==> config.mk <==
export PLATFORM = sky130hd
export DESIGN_NAME = stream_max
export DESIGN_NICKNAME = d
export VERILOG_FILES = /design/src/rtl/stream_max.sv
export SDC_FILE = /design/constraint.sdc
export NUM_CORES = 1
export LEC_CHECK = 0
export BUFFER_PORTS_ARGS = -buffer_cell sky130_fd_sc_hd__buf_4
export CAP_MARGIN = 20
export CORE_MARGIN = 3
export CORE_UTILIZATION = 51
export DETAILED_ROUTE_END_ITERATION = 6
export PLACE_DENSITY_LB_ADDON = 0.15
export SETUP_SLACK_MARGIN = 0.1
export SYNTH_ARGS = -nofsm -noshare
export SYNTH_HDL_FRONTEND = slang
export SYNTH_SLANG_ARGS = --single-unit
==> constraint.sdc <==
create_clock -name clk -period 2.4 [get_ports clk]
set_clock_uncertainty 0.05 [all_clocks]
set_input_delay 0.36 -clock clk [delete_from_list [all_inputs] [get_ports clk]]
set_output_delay 0.36 -clock clk [all_outputs]
set_load 0.005 [all_outputs]
==> src/rtl/stream_max.sv <==
// stream_max: serial max/argmax reducer over a valid/ready element stream
module stream_max #(
    parameter int DATA_WIDTH  = 16,
    parameter int DATA_LENGTH = 8
) (
    input  logic                  clk,
    input  logic                  rst_n,
    input  logic                  in_valid,
    output logic                  in_ready,
    input  logic [DATA_WIDTH-1:0] in_data,
    output logic                  out_valid,
    input  logic                  out_ready,
    output logic [DATA_WIDTH-1:0] out_max,
    output logic [(DATA_LENGTH > 1 ? $clog2(DATA_LENGTH) : 1)-1:0] out_idx
);
    localparam int IDX_WIDTH = DATA_LENGTH > 1 ? $clog2(DATA_LENGTH) : 1;
    localparam logic ACCUM = 1'b0;
    localparam logic HOLD  = 1'b1;
    localparam logic [IDX_WIDTH-1:0] LAST = IDX_WIDTH'(DATA_LENGTH - 1);
    logic                 state;
    logic [IDX_WIDTH-1:0] cnt;
    logic                 in_fire;
    logic                 last;
    assign in_ready  = rst_n && state == ACCUM;
    assign out_valid = state == HOLD;
    assign in_fire   = in_valid && in_ready;
    assign last      = cnt == LAST;
    always_ff @(posedge clk) begin
        if (!rst_n) begin
            state   <= ACCUM;
            cnt     <= '0;
            out_max <= '0;
            out_idx <= '0;
        end else if (in_fire) begin
            if (cnt == '0 || in_data > out_max) begin
                out_max <= in_data;
                out_idx <= cnt;
            end
            cnt   <= last ? '0 : cnt + IDX_WIDTH'(1);
            state <= last ? HOLD : ACCUM;
        end else if (state == HOLD && out_ready) begin
            state <= ACCUM;
        end
    end
endmodule
==> results of run 1 <==
final cells by class:
cell class / instances / area [um2] / area share, %
flip-flops and latches: 23 / 460 / 26.4
clock inverters: 1 / 5.00 / 0.287
inverters: 35 / 131 / 7.52
repair buffers: 42 / 323 / 18.5
multi-input cells: 103 / 767 / 43.9
well taps: 30 / 37.5 / 2.15
clock buffers: 3 / 22.5 / 1.29
layout by cell type, fill, tap and decap left out, types with 2 or more instances in the layout:
cell,count
sky130_fd_sc_hd__a21oi_1,11
sky130_fd_sc_hd__buf_4,41
sky130_fd_sc_hd__clkbuf_4,3
sky130_fd_sc_hd__dfxtp_1,23
sky130_fd_sc_hd__ha_1,19
sky130_fd_sc_hd__inv_1,34
sky130_fd_sc_hd__mux2i_1,20
sky130_fd_sc_hd__nand2_1,30
sky130_fd_sc_hd__nand4_1,2
sky130_fd_sc_hd__nor2_1,4
sky130_fd_sc_hd__nor2b_1,5
sky130_fd_sc_hd__nor3_1,2
sky130_fd_sc_hd__o21ai_0,2
critical path: stages (launching register included):
cell and delay, ns:
sky130_fd_sc_hd__dfxtp_1 0.38, sky130_fd_sc_hd__inv_1 0.05, sky130_fd_sc_hd__ha_1 0.31, sky130_fd_sc_hd__nand4_1 0.16, sky130_fd_sc_hd__nor4_4 0.27, sky130_fd_sc_hd__nand4_1 0.13, sky130_fd_sc_hd__nand3_1 0.11, sky130_fd_sc_hd__a21o_1 0.14
sky130_fd_sc_hd__buf_4 0.20, sky130_fd_sc_hd__mux2i_1 0.21
flip-flops by register name, summed over array words and instances, names as in the netlist:
register / cells
out_idx: 3
out_valid: 1
out_max: 16
cnt: 3
per-layer routing:
metal | GRT usage (%) | wire (um) | part of all wire, %
met1 | 21.8 | 1230 | 44
met2 | 31.7 | 1410 | 50
met3 | 2.41 | 135 | 4.8
met4 | 6.95 | 36 | 1.3
met5 | 0 | 0 | 0
Yosys cell counts, drive strengths merged:
cell type / count
clkbuf: 3
nand3: 1
a21o: 1
mux2i: 20
a21oi: 11
nand4: 3
nor2b: 5
nor4: 1
nand2: 30
nor2: 4
buf: 3
o221ai: 1
dfxtp: 23
o21ai: 2
and2: 1
a211oi: 1
inv: 35
a221oi: 1
nor3: 2
ha: 19
power by group through the flow:
stage / Combinational (W) / Sequential [W] / Clock [W]
3_3_place_gp: 0.000220 / 0.000438 / 0
5_1_grt: 0.000262 / 0.000435 / 0.000203
6_report: 0.000230 / 0.000431 / 0.000184
3_5_place_dp: 0.000227 / 0.000440 / 0
2_1_floorplan: 0.000134 / 0.000439 / 0
4_1_cts: 0.000228 / 0.000432 / 0.000191
metrics by stage:
stage | utilization, % | hold WS, ns | setup WS (ns) | std cells | cell area, um2
final | 68.6 | 0.223 | 0.326 | 237 | 1750
after global routing | 68.6 | 0.221 | 0.104 | 237 | 1750
after CTS | 68.0 | 0.223 | 0.204 | 237 | 1730
after detailed placement | 66.9 | 0.410 | 0.169 | 233 | 1700
after global placement | 66.9 | 0.398 | 0.301 | 233 | 1700
after floorplan | - | 0.401 | 0.414 | 167 | 1400
worst paths after layout:
path | slack (ns) | endpoint | from | depth (start not counted)
hold reg to reg | 0.43 | out_max[12] | out_max[12] | 2
setup / recovery | 0.33 | out_max[1] | out_max[7] | 9
hold / removal | 0.22 | out_max[3] | in_data[3] | 3
setup reg to reg | 0.33 | out_max[1] | out_max[7] | 9
kinds of logic (layout without fill, tap and decap cells):
| family | after synthesis | in the layout | share of synthesized area (%) |
|---|---|---|---|
| AND/OR/NAND/NOR | 47 | 47 | 15.6 |
| buffers and inverters | 41 | 81 | 12.8 |
| flip-flops | 23 | 23 | 32.9 |
| multiplexers | 20 | 20 | 14.3 |
| adder cells (fa/ha/maj) | 19 | 19 | 17.0 |
| AO/OA/AOI/OAI | 17 | 17 | 7.34 |
repair_timing:
| action | 4_1_cts | 5_1_grt |
|---|---|---|
| endpoints found under the hold margin | 0 | 0 |
| resized for setup | 0 | 3 |
| endpoints found under the setup margin | 0 | 13 |
| hold buffers | 0 | 0 |
==> flow_summary.toml, run 1 <==
[route]
drtPass1Iterations = 6
totalWireLength_um = 2810
route.vias.total = 1184
detail_route.vias_per_cell = 5.00
route.detailed.wl_per_inst_um = 11.9
first_iter_violations = 31
drt_drc_violations_left = 0
drt.antenna.violating_nets = 0

[synthesis]
yosysWarningCount = 0
avgSynthCellArea_um2 = 8.37
synth_top_area_share_pct = 32.9
post_synthesis_sequential_area_ratio_pct = 32.9
syn-cell-area_um2 = 1400
post_synth_inst_count = 167
number_of_different_library_cells_in_the_post_synthesis_netlist = 24
netlist_top_cells_area = "sky130_fd_sc_hd__dfxtp_1 33%, sky130_fd_sc_hd__ha_1 17%, sky130_fd_sc_hd__mux2i_1 14%"
synth_top_area_cell = "sky130_fd_sc_hd__dfxtp_1"
mappedNetlistNets = 206
ys_seq_elements = 23

[finish]
nets = 247
insertedDiodeCount = 0
fillerInstances = 225
area_delta_synth_final_pct = 25.0
post_route_cells_drive_above_1_share_pct = 24.2

[worst_setup_path]
timing.setup.critical_path_class = "reg -> reg"
worstPathMaxFanout = 7
startpoint_type = "flop"
timing.critical_path.required_ns = 2.61
worstPathArrival_ns = 2.28
critical_path.endpoint_type = "flop"

[floorplanning]
placement_rows = 18
chip_height_um = 58.4
io_pins = 41
floorplan.die.width_um = 58.4
placeableCoreArea_um2 = 2540
initial_util_pct = 54.9
die_area_um2 = 3400

[power]
cellPowerDensity_nw_per_um2 = 484
irDropWorstVdd_uv = 401
net-switching-power_w = 0.000253
total_leakage_power_nw = 0.944
power.share.combinational_pct = 27.2
total_power_w = 0.000845
clock_power_share_pct = 21.7
seq_power_share_pct = 51.0
netSwitchingFraction_pct = 30.0
total_internal_power_w = 0.000592

[global_route]
grt_start_max_net_pins = 30
grt_overflow_total = 0
grt_pass1_vias = 1183
grt_antenna_before_repair = 0
groute.usage.overall_pct = 17.9
grt_pass1_wl_um = 4800

[placement]
dpl.hpwl_um = 2260
gp_routability_congestion = 0.787
place.port_buffers = 40

[run]
cap_violations = 0

[clocking]
cts_buffers = 3
tritoncts = "built"
clkSlewWorstSetupHoldPaths_ns = 0.14
cts.sinks = 23
clk_root_buffer_cell = "sky130_fd_sc_hd__clkbuf_4"
cts_htree_levels = 1
cts_post_setup_buffers_inserted = 0
clockBufferDepth = 2
worst_skew_pair.late_latency_ns = 0.32

[sta]
finalCriticalPeriod_ns = 2.07
final_hold_viol_count = 0
slew_at_the_pin_with_the_worst_max_slew_slack_ns = 0.494
worst_slew_margin_rel_pct = 67.0
achievable-frequency_ghz = 0.482
timing_max_transition_violations_final = 0
setup_viol_count_final = 0
layout_worst_path_cycle_share_pct = 86.4
totalNegativeSetupSlack_ns = 0
rsz0062_at_grt = "false"

[hold_path]
worst_hold_path_class = "in -> reg"

[run_status]
outcome = "complete, no violations"
Power figures use the tool's default switching activity.
==> run 2, diff against run 1 <==
--- a/config.mk
+++ b/config.mk
@@ -8,10 +8,12 @@
 export BUFFER_PORTS_ARGS = -buffer_cell sky130_fd_sc_hd__buf_4
 export CAP_MARGIN = 20
 export CORE_MARGIN = 3
-export CORE_UTILIZATION = 51
+export CORE_UTILIZATION = 35
 export DETAILED_ROUTE_END_ITERATION = 6
+export GPL_TIMING_DRIVEN = 0
 export PLACE_DENSITY_LB_ADDON = 0.15
 export SETUP_SLACK_MARGIN = 0.1
+export SKIP_CTS_REPAIR_TIMING = 1
 export SYNTH_ARGS = -nofsm -noshare
 export SYNTH_HDL_FRONTEND = slang
 export SYNTH_SLANG_ARGS = --single-unit
==> flow_summary.toml, run 2 (synthesized netlist as in run 1, its figures left out) <==
[floorplanning]
initial_util_pct = 37.3
chip_height_um = 69.2
io_pins = 41
placement_rows = 22
die_area_um2 = 4790
floorplan.die.width_um = 69.2
placeableCoreArea_um2 = 3740

[finish]
fillerInstances = 394
commonest_non_fill_non_tap_cell_in_the_layout = "sky130_fd_sc_hd__buf_4"
largest_registers = "out_max x16, cnt x3, out_idx x3"
largest_register_ff_count = 16
area_delta_synth_final_pct = 29.6
nets = 251
design_area_um2 = 1810
ff_latch_area_um2 = 460
insertedDiodeCount = 0
multiInputGateArea_um2 = 767
mostFrequentLayoutCells = "40 x sky130_fd_sc_hd__buf_4, 34 x sky130_fd_sc_hd__inv_1, 30 x sky130_fd_sc_hd__nand2_1"
post_route_cells_drive_above_1_share_pct = 23.7
registers.top_by_ff_count = "out_max"

[sta]
layout_worst_path_cycle_share_pct = 89.1
totalNegativeSetupSlack_ns = 0
setup_viol_count_final = 0
timing_max_transition_violations_final = 0
worst_slew_margin_rel_pct = 66.9
rsz0062_at_grt = "false"
slew_at_the_pin_with_the_worst_max_slew_slack_ns = 0.496
achievable-frequency_ghz = 0.467
final_hold_viol_count = 0
finalCriticalPeriod_ns = 2.14

[worst_setup_path]
startpoint_type = "flop"
timing.critical_path.required_ns = 2.54
timing.setup.critical_path_class = "reg -> reg"
kind_of_cell_adding_the_most_delay_to_the_critical_path = "compound AO/OA/AOI/OAI gates"
critical_path.endpoint_type = "flop"
crit_path_max_incr_delay_ns = 0.40
worstPathMaxFanout = 10
cp_cell_sequence = "inv_1 > ha_1 > a221oi_1 > o221ai_1 > a211oi_2 > a21o_1 > buf_6 > buf_12 > mux2i_1"
cp_slowest_cell = "sky130_fd_sc_hd__dfxtp_1"
worstPathArrival_ns = 2.28
path_buf_inv = 3

[hold_path]
worst_hold_path_class = "in -> reg"

[placement]
placed_area_um2 = 1760
dpl.hpwl_um = 2520
gp_routability_congestion = 0.722
place.port_buffers = 40

[route]
totalWireLength_um = 3050
first_iter_violations = 24
drt.antenna.violating_nets = 0
detail_route.vias_per_cell = 4.68
drt_drc_violations_left = 0
route.detailed.wl_per_inst_um = 11.8
drtPass1Iterations = 4
route.vias.total = 1213

[clocking]
worst_skew_pair.late_latency_ns = 0.26
cts_buffers = 3
cts.sinks = 23
cts_htree_levels = 1
clockBufferDepth = 2
clk_root_buffer_cell = "sky130_fd_sc_hd__clkbuf_8"
tritoncts = "built"
clkSlewWorstSetupHoldPaths_ns = 0.08

[global_route]
grt_pass1_vias = 1242
groute.usage.overall_pct = 13.3
grt_start_max_net_pins = 13
grt_pass1_wl_um = 5260
grt_overflow_total = 0
grt_antenna_before_repair = 0

[power]
cellPowerDensity_nw_per_um2 = 503
total_leakage_power_nw = 0.961
irDropWorstVdd_uv = 270

[run]
cap_violations = 0

[run_status]
outcome = "complete, no violations"
## run 2: power by group
part	switching [W]	internal, W
Sequential	0.0000218	0.000410
Combinational	0.000113	0.000122
Clock	0.000126	0.000119
## run 2: path summary, 6_finish.rpt
kind         startpoint    endpoint  slack, ns  cells past startpoint
max              cnt[0]  out_max[0]       0.26                      9
max reg2reg      cnt[0]  out_max[0]       0.26                      9
min          in_data[3]  out_max[3]       0.29                      3
min reg2reg  out_idx[2]  out_idx[2]       0.44                      2
## run 2: layout make-up
class,instances,share of cell area [%]
Clock buffer,4,2.49
Buffer,6,2.62
Tap cell,48,3.31
Multi-Input combinational cell,103,42.3
Timing Repair Buffer,40,16.6
Inverter,35,7.25
Sequential cell,23,25.4
## run 2: metrics by stage
stage / power, W / hold slack, ns / std cells / utilization (%) / setup WS, ns
after detailed placement: 0.000677 / 0.415 / 255 / 47.0 / 0.0813
after CTS: 0.000921 / 0.286 / 259 / 48.2 / 0.147
after global routing: 0.000974 / 0.285 / 259 / 48.4 / 0.105
final: 0.000911 / 0.288 / 259 / 48.4 / 0.261
after global placement: 0.000666 / 0.399 / 255 / 47.0 / 0.136
after floorplan: 0.000573 / 0.401 / 167 / - / 0.414
## run 2: worst min-delay path, delay by kind of cell
| family | cells | cell delay [ns] |
|---|---|---|
| mux | 1 | 0.05 |
| buf+inv | 2 | 0.15 |
## run 2: layer usage
layer	wire [um]	share of wire, %	track usage (%)
met1	1330	43	15.3
met2	1570	52	24.5
met3	142	4.6	3.91
met4	10	0.33	2.17
met5	0	0	0
==> run 3, diff against run 2 <==
--- a/config.mk
+++ b/config.mk
@@ -7,7 +7,6 @@
 export LEC_CHECK = 0
 export BUFFER_PORTS_ARGS = -buffer_cell sky130_fd_sc_hd__buf_4
 export CAP_MARGIN = 20
-export CORE_MARGIN = 3
 export CORE_UTILIZATION = 35
 export DETAILED_ROUTE_END_ITERATION = 6
 export GPL_TIMING_DRIVEN = 0
==> flow_summary.toml, run 3 (synthesized netlist as in run 1, its figures left out) <==
[run_status]
outcome = "complete, no violations"

[worst_setup_path]
worst_r2r_startpoint = "out_max[7]"
setup.reg_to_reg.worst_slack_ns = 0.28
timing.setup.critical_path_class = "reg -> reg"
worstPathMaxFanout = 10
crit-reg2reg-capture = "out_max[0]"
startpoint_type = "flop"
worstPathArrival_ns = 2.27
worstRegToRegCells = 10
critical_path.startpoint = "out_max[7]"
worst_setup_path_endpoint = "out_max[0]"
timing.critical_path.required_ns = 2.55
critical_path.endpoint_type = "flop"

[finish]
largest_register_ff_count = 16
layout.core_utilization_pct = 48.7
mostFrequentLayoutCells = "40 x sky130_fd_sc_hd__buf_4, 34 x sky130_fd_sc_hd__inv_1, 30 x sky130_fd_sc_hd__nand2_1"
nets = 251
registers.top_by_ff_count = "out_max"
commonest_non_fill_non_tap_cell_in_the_layout = "sky130_fd_sc_hd__buf_4"
insertedDiodeCount = 0
area_delta_synth_final_pct = 30.3
post_route_cells_drive_above_1_share_pct = 24.6
largest_registers = "out_max x16, cnt x3, out_idx x3"
design_area_um2 = 1820

[global_route]
grt_start_max_net_pins = 15
grt_pass1_wl_um = 4900
grt_pass1_vias = 1107
grt_overflow_total = 0
groute.usage.overall_pct = 14.9
grt_antenna_before_repair = 0

[sta]
achievable-frequency_ghz = 0.472
totalNegativeSetupSlack_ns = 0
final_hold_viol_count = 0
timing_max_transition_violations_final = 0
finalCriticalPeriod_ns = 2.12
slew_at_the_pin_with_the_worst_max_slew_slack_ns = 0.501
layout_worst_path_cycle_share_pct = 88.3
worst_slew_margin_rel_pct = 66.6
setup_viol_count_final = 0
rsz0062_at_grt = "false"
finalHoldWorstSlack_ns = 0.286

[floorplanning]
io_pins = 41
floorplan.die.width_um = 65.2
die_area_um2 = 4250
initial_util_pct = 37.3
chip_height_um = 65.2
placement_rows = 22
placeableCoreArea_um2 = 3740

[clocking]
clk_root_buffer_cell = "sky130_fd_sc_hd__clkbuf_8"
clockBufferDepth = 2
tritoncts = "built"
cts_htree_levels = 1
clkSlewWorstSetupHoldPaths_ns = 0.09
cts.sinks = 23
worst_skew_pair.late_latency_ns = 0.27
cts_buffers = 3

[placement]
gp_routability_congestion = 0.726
placed_area_um2 = 1760
place.port_buffers = 40
dpl.hpwl_um = 2320

[hold_path]
worst_hold_path_class = "in -> reg"

[route]
drt.antenna.violating_nets = 0
drtPass1Iterations = 4
totalWireLength_um = 2890
route.vias.total = 1205
detail_route.vias_per_cell = 4.65
route.detailed.wl_per_inst_um = 11.2
first_iter_violations = 14
drt_drc_violations_left = 0

[power]
total_leakage_power_nw = 0.960
irDropWorstVdd_uv = 224
cellPowerDensity_nw_per_um2 = 501

[run]
cap_violations = 0
## run 3: changes by cell type in the layout (fill, tap and decap cells not counted), sizes merged
| cell | before | now |
|---|---|---|
| clkinvlp | 0 | 1 |
| clkbuf | 7 | 6 |
## run 3: area by class of cell
cell class	count	area, um2
repair buffers	40	300
inverters	35	131
multi-input cells	103	773
fillers	388	1920
well taps	48	60.1
flip-flops and latches	23	460
clock inverters	1	7.51
plain buffers	6	47.5
clock buffers	3	41.3
## run 3: per-stage QoR
| stage | power, W | std cells | worst slack, ns |
|---|---|---|---|
| after floorplan | 0.000573 | 167 | 0.414 |
| after global placement | 0.000666 | 255 | 0.131 |
| after detailed placement | 0.000674 | 255 | 0.0559 |
| after CTS | 0.000920 | 259 | 0.141 |
| after global routing | 0.000980 | 259 | 0.106 |
| final | 0.000913 | 259 | 0.280 |
## run 3: where the power goes
part	internal [W]	total, W	switching, W
sequential	0.000410	0.000431	0.0000216
clock	0.000117	0.000246	0.000129
combinational	0.000123	0.000235	0.000112
## run 3: worst max-delay path, stage by stage (launching register included)
cell and delay [ns]:
sky130_fd_sc_hd__dfxtp_1 0.37, sky130_fd_sc_hd__inv_1 0.05, sky130_fd_sc_hd__ha_1 0.30, sky130_fd_sc_hd__nand4_1 0.16, sky130_fd_sc_hd__nor4_4 0.27, sky130_fd_sc_hd__nand4_1 0.12, sky130_fd_sc_hd__nand3_1 0.10, sky130_fd_sc_hd__a21o_1 0.10
sky130_fd_sc_hd__buf_6 0.17, sky130_fd_sc_hd__buf_12 0.16, sky130_fd_sc_hd__mux2i_1 0.20
## run 3: worst min path at each step
| stage | end | from | slack [ns] | depth (start not counted) |
|---|---|---|---|---|
| after floorplan | out_idx[1] | cnt[1] | 0.40 | 2 |
| after global placement | out_idx[0] | out_idx[0] | 0.40 | 2 |
| after detailed placement | out_idx[2] | out_idx[2] | 0.41 | 2 |
| after CTS | out_max[3] | in_data[3] | 0.28 | 3 |
| after global routing | out_max[3] | in_data[3] | 0.28 | 3 |
| final | out_max[3] | in_data[3] | 0.29 | 3 |
## run 3: routing by layer
layer | part of all wire, % | vias up | GRT usage, %
met3 | 4.7 | 4 | 2.60
met1 | 46 | 551 | 18.8
met2 | 48 | 28 | 24.9
met5 | 0 | - | 0
li1 | - | 622 | -
met4 | 1.0 | 0 | 5.71
